File: src/rtl/branch_pc_unit.sv
// -----------------------------------------------------------------------------
// branch_pc_unit
//   Execute-stage branch resolution and fetch PC ownership. Resolves conditional
//   branches (using the comparator result), JAL and JALR; redirects the fetch
//   PC with a one-cycle flush pulse; traps on targets that are not 4-byte
//   aligned and waits for the trap handler before jumping to TRAP_VECTOR.
//   Also counts executed and taken conditional branches.
//
// Ports
//   clk, rst      clock (rising edge) and asynchronous active-high reset
//   stall         global hold, freezes every register including FSM state
//   exe_valid     execute slot holds a valid instruction
//   is_branch_de  conditional branch in execute
//   is_jal_de     JAL in execute
//   is_jalr_de    JALR in execute
//   comp_out      comparator result, 1 = branch condition true
//   pc_de         PC of the execute instruction
//   imm_de        sign-extended immediate
//   rs1data_de    rs1 operand, JALR base address
//   trap_ack      trap handler accepts the pending trap
//   pc_fetch      registered fetch PC
//   flush         registered one-cycle kill of younger instructions
//   link_data     pc_de + 4, combinational return address for JAL/JALR
//   trap          registered misaligned-target trap, held until acknowledged
//   trap_addr     registered offending target address
//   br_cnt        executed conditional branches (wraps)
//   taken_cnt     taken conditional branches (wraps)
// -----------------------------------------------------------------------------
module branch_pc_unit #(
   parameter int unsigned          XLEN         = 32,
   parameter logic [XLEN-1:0]      RESET_VECTOR = '0,
   parameter logic [XLEN-1:0]      TRAP_VECTOR  = XLEN'('h100)
) (
   input  logic            clk,
   input  logic            rst,
   input  logic            stall,
   input  logic            exe_valid,
   input  logic            is_branch_de,
   input  logic            is_jal_de,
   input  logic            is_jalr_de,
   input  logic            comp_out,
   input  logic [XLEN-1:0] pc_de,
   input  logic [XLEN-1:0] imm_de,
   input  logic [XLEN-1:0] rs1data_de,
   input  logic            trap_ack,
   output logic [XLEN-1:0] pc_fetch,
   output logic            flush,
   output logic [XLEN-1:0] link_data,
   output logic            trap,
   output logic [XLEN-1:0] trap_addr,
   output logic [31:0]     br_cnt,
   output logic [31:0]     taken_cnt
);

   typedef enum logic [1:0] {
      RUN   = 2'd0,
      FLUSH = 2'd1,
      TRAP  = 2'd2
   } state_t;

   state_t          state, state_nxt;
   logic [XLEN-1:0] pc_nxt, trap_addr_nxt;
   logic            flush_nxt, trap_nxt;
   logic [31:0]     br_cnt_nxt, taken_cnt_nxt;

   logic            take;
   logic            misaligned;
   logic [XLEN-1:0] target;
   logic [XLEN-1:0] jalr_sum;

   assign link_data = pc_de + XLEN'(4);
   assign jalr_sum  = rs1data_de + imm_de;
   assign take      = is_jal_de | is_jalr_de | (is_branch_de & comp_out);

   // JALR wins over JAL/branch if several decode flags are ever set at once.
   assign target     = is_jalr_de ? {jalr_sum[XLEN-1:1], 1'b0} : (pc_de + imm_de);
   // No compressed ISA, so only bit 1 can misalign a target (bit 0 is even by construction).
   assign misaligned = target[1];

   always_comb begin
      // NOTE: every combinational output gets a default first so no path leaves it unassigned, which would infer a latch.
      state_nxt     = state;
      pc_nxt        = pc_fetch;
      flush_nxt     = 1'b0;
      trap_nxt      = trap;
      trap_addr_nxt = trap_addr;
      br_cnt_nxt    = br_cnt;
      taken_cnt_nxt = taken_cnt;

      unique case (state)
         RUN: begin
            if (exe_valid && is_branch_de) begin
               br_cnt_nxt = br_cnt + 32'd1;
               if (comp_out) taken_cnt_nxt = taken_cnt + 32'd1;
            end
            if (exe_valid && take && !misaligned) begin
               pc_nxt    = target;
               flush_nxt = 1'b1;
               state_nxt = FLUSH;
            end else if (exe_valid && take) begin
               trap_nxt      = 1'b1;
               trap_addr_nxt = target;
               state_nxt     = TRAP;
            end else begin
               pc_nxt = pc_fetch + XLEN'(4);
            end
         end
         // The slot behind a redirect is wrong-path: exe_valid is ignored.
         FLUSH: begin
            pc_nxt    = pc_fetch + XLEN'(4);
            state_nxt = RUN;
         end
         TRAP: begin
            if (trap_ack) begin
               pc_nxt    = TRAP_VECTOR;
               trap_nxt  = 1'b0;
               flush_nxt = 1'b1;
               state_nxt = FLUSH;
            end
         end
         default: state_nxt = RUN;
      endcase
   end

   always_ff @(posedge clk or posedge rst) begin
      if (rst) begin
         state     <= RUN;
         pc_fetch  <= RESET_VECTOR;
         flush     <= 1'b0;
         trap      <= 1'b0;
         trap_addr <= '0;
         br_cnt    <= '0;
         taken_cnt <= '0;
      end else if (!stall) begin
         // NOTE: non-blocking assignments so every register samples the pre-edge values computed above.
         state     <= state_nxt;
         pc_fetch  <= pc_nxt;
         flush     <= flush_nxt;
         trap      <= trap_nxt;
         trap_addr <= trap_addr_nxt;
         br_cnt    <= br_cnt_nxt;
         taken_cnt <= taken_cnt_nxt;
      end
   end

endmodule

File: config.mk
export PLATFORM = sky130hd
export DESIGN_NAME = branch_pc_unit
export DESIGN_NICKNAME = d
export VERILOG_FILES = /design/src/rtl/branch_pc_unit.sv
export SDC_FILE = /design/constraint.sdc
export NUM_CORES = 1
export LEC_CHECK = 0
export BUFFER_PORTS_ARGS = -buffer_cell sky130_fd_sc_hd__buf_4
export CAP_MARGIN = 20
export CORE_ASPECT_RATIO = 0.9
export CORE_MARGIN = 5
export CORE_UTILIZATION = 25
export CTS_CLUSTER_DIAMETER = 50
export DETAILED_ROUTE_END_ITERATION = 12
export GPL_ROUTABILITY_DRIVEN = 1
export GPL_TIMING_DRIVEN = 0
export HOLD_SLACK_MARGIN = 0.15
export PLACE_DENSITY_LB_ADDON = 0.1
export SLEW_MARGIN = 5
export SYNTH_ARGS = -nofsm -noshare
export SYNTH_HDL_FRONTEND = slang
export SYNTH_SLANG_ARGS = --single-unit
File: constraint.sdc
create_clock -name clk -period 5.15 [get_ports clk]
set_input_delay 0.2575 -clock clk [delete_from_list [all_inputs] [get_ports clk]]
set_output_delay 0.2575 -clock clk [all_outputs]
set_load 0.01 [all_outputs]
==> reports/metrics.cfg <==
[sta]
fin_ws_ns = 1.61
worst_slew_pin_slew_ns = 1.06
fmax_mhz = 282
period_share_pct = 68.8
clock_skew_ns = 0.0111
setup_violations = 0
rsz0062_at_grt = false
finalMaxSlewViolations = 0
slew-limit-headroom_pct = 29.4
min_period_ns = 3.54
finalHoldViolations = 0

[global_routing]
overflow = 0
grt_pass1_vias = 10200
grt_usage_pct = 17.3
antenna_found_initial = 0
grt_pass1_wl_um = 61700
grt_max_degree = 75

[min_path]
hold_path.class = in2reg

[pwr]
p_leak_nw = 6.39
combPwrFrac_pct = 41.5
power_density_nw_per_um2 = 361
power_switching_mw = 1.96
clock_power_share_pct = 26.7
irDropWorstVdd_uv = 196
seq_power_share_pct = 31.8
cellInternalPower_mw = 2.98
netSwitchingFraction_pct = 39.7

[placed_design]
place_congestion = 0.810
postPlaceCellArea_sq_um = 13000
port_buffers = 265
dp_cells = 2045
dpl_worst_slack_ns = 1.18
hpwl_um = 32800

[routing]
met1Wirelength_um = 19100
drt_iter0_markers = 744
avgViaCountPerCell = 5.00
vias = 10400
wl_met2_um = 18300
wire_per_inst_um = 19.5
met3_length_um = 2860
final_antenna_net_count = 0
drc = 0
wl_um = 40600
dr.pass1.iters = 5
routed.top_layer = met4

[layout]
fin_area_sq_um = 13700
synthToLayoutAreaGrowth_pct = 32.9
instances_no_fill = 2079
mostFrequentLayoutCells = buf_4 (269), nand2_1 (146), dfrtp_1 (132), nor2_1 (102), o21ai_0 (100)
mostFrequentLayoutCell = buf_4
num-nets-final = 1703
fill_cells = 4394
diodes = 0
layout-drive-gt1-share_pct = 21.2

[critical_path]
cp_slowest_cell = a41oi_1
worstSetupEndpointType = flip-flop
cp_slowest_stage_delay_ns = 0.59
worstPathRequired_ns = 5.45
cp_max_fo = 4
path_class = in2reg
crit_chain = buf_4 -> ha_1 -> fa_1 -> a211oi_1 -> o21ai_0 -> a21oi_1 -> a31oi_1 -> a41oi_1 -> o221a_2 -> mux2i_1 -> a211o_1 -> mux2_2
critPathLaunchType = input pin
arrival_ns = 3.85

[clocking]
cts_buffers = 17
clk_pin_slew_worst_paths_ns = 0.06
post_cts_buffers = 0
cts_resized = 0
cts_tree = done
cts_root_buffer = clkbuf_16
clkLatencyLatePin_ns = 0.42
cts_max_level = 4
clock-sinks = 132
clock_path_buffers = 2

[run_status]
status = complete, no violations

[synth]
synth-seq-cells = 132
synth_edf_count = 0
yosysWarnings = 0
synth.distinct_cells = 72
synthCells = 1237
async_reset_ff_share_pct = 100
synthFlopType = dfrtp_1
synth_fp_nets = 1413
syn_area_per_cell_sq_um = 8.33
netlist_area_sq_um = 10300
synth-seq-area-share_pct = 32.1

[die]
die_area_sq_um = 45400
die_h_um = 203
dieWidth_um = 224
core_sq_um = 40600
num_rows = 70
pin_count = 267
start_util_pct = 25.3

[flow_run]
maxCapViolCount = 0

-- area by class of cell --
| type | instances | area, sq um | area share (%) |
|---|---|---|---|
| Tap cell | 540 | 676 | 4.94 |
| Buffer | 44 | 179 | 1.31 |
| Clock inverter | 12 | 179 | 1.31 |
| Clock buffer | 19 | 453 | 3.31 |
| Multi-Input combinational cell | 1033 | 6720 | 49.1 |
| Inverter | 28 | 110 | 0.805 |
| Sequential cell | 132 | 3300 | 24.1 |
| Timing Repair Buffer | 271 | 2060 | 15.1 |
-- critical path: cells and delay by family --
kind | cells | cell delay, ns
muxes | 2 | 0.36
buffers and inverters | 1 | 0.12
adders and majority gates | 2 | 0.67
AOI/OAI and AO/OA | 7 | 2.41
-- layer usage --
metal,up-vias,global-route usage [%]
li1,5091,-
met1,4997,24.4
met2,282,27.6
met3,25,3.87
met4,0,2.76
met5,-,0
-- synth_stat cells (7+ instances only) --
cell type / instances / area (sq um)
a211oi_1: 9 / 67.6
a21o_1: 36 / 270
a21oi_1: 85 / 425
a22o_1: 9 / 78.8
a31oi_1: 22 / 138
and2_1: 9 / 56.3
and3_1: 35 / 219
and4_1: 7 / 61.3
clkbuf_1: 36 / 135
dfrtp_1: 132 / 3300
ha_1: 69 / 863
inv_1: 28 / 105
mux2i_1: 12 / 120
nand2_1: 146 / 548
nand2b_1: 9 / 56.3
nand3_1: 59 / 295
nand4_1: 32 / 200
nor2_1: 102 / 383
nor3_1: 22 / 110
o21a_1: 12 / 90.1
o21ai_0: 100 / 500
o21bai_1: 9 / 67.6
o22ai_1: 7 / 43.8
o31ai_1: 8 / 60.1
xnor2_1: 90 / 788
xor2_1: 49 / 429
-- power by group through the flow --
stage                     Combinational (mW)  Sequential, mW  Clock [mW]
after detailed placement                2.07            1.59           0
final                                   2.05            1.57        1.32
after floorplan                        0.977            1.62           0
after global placement                  2.06            1.58           0
after global routing                    2.26            1.61        1.40
after CTS                               2.08            1.57        1.35
-- stage by stage --
step	util (%)	hold slack, ns	setup TNS, ns	total power, mW
after floorplan	-	0.420	0	2.59
after global placement	31.9	0.463	-97.35	3.63
after detailed placement	32.0	0.459	0	3.66
after CTS	33.7	0.156	0	5.00
after global routing	33.7	0.200	0	5.27
final	33.7	0.173	0	4.94
-- logic make-up after synthesis --
group | Yosys count | synth area share (%)
AO/OA/AOI/OAI | 351 | 21.8
XOR/XNOR | 139 | 11.8
adder cells (fa/ha/maj) | 71 | 8.77
buffers and inverters | 72 | 2.76
flip-flops | 132 | 32.1
multiplexers | 18 | 1.82
AND/OR/NAND/NOR | 454 | 21.0
-- state kept, by name, indices dropped and copies added, names as in the netlist --
signal     flops
trap_addr     32
taken_cnt     32
trap           1
br_cnt        32
pc_fetch      32
state          2
flush          1
-- what timing repair did --
action,in CTS,in global routing
hold endpoints to repair,75,0
hold buffers,3,0
endpoints found under the setup margin,0,0
-- final timing paths --
path                       cells after the start  slack (ns)                   endpoint                       from
setup reg to reg                              13        1.86  taken_cnt[31]$_DFFE_PP0P_       state[0]$_DFFE_PP0P_
setup / recovery                              12        1.61  trap_addr[30]$_DFFE_PP0P_                   pc_de[0]
hold reg to reg                                1        0.47  taken_cnt[31]$_DFFE_PP0P_  taken_cnt[31]$_DFFE_PP0P_
min in group asynchronous                      3        0.51  taken_cnt[20]$_DFFE_PP0P_                        rst
max in group asynchronous                      4        3.89     br_cnt[12]$_DFFE_PP0P_                        rst
hold / removal                                 3        0.17          flush$_DFFE_PP0N_                   trap_ack
(Power assumes the default switching activity.)
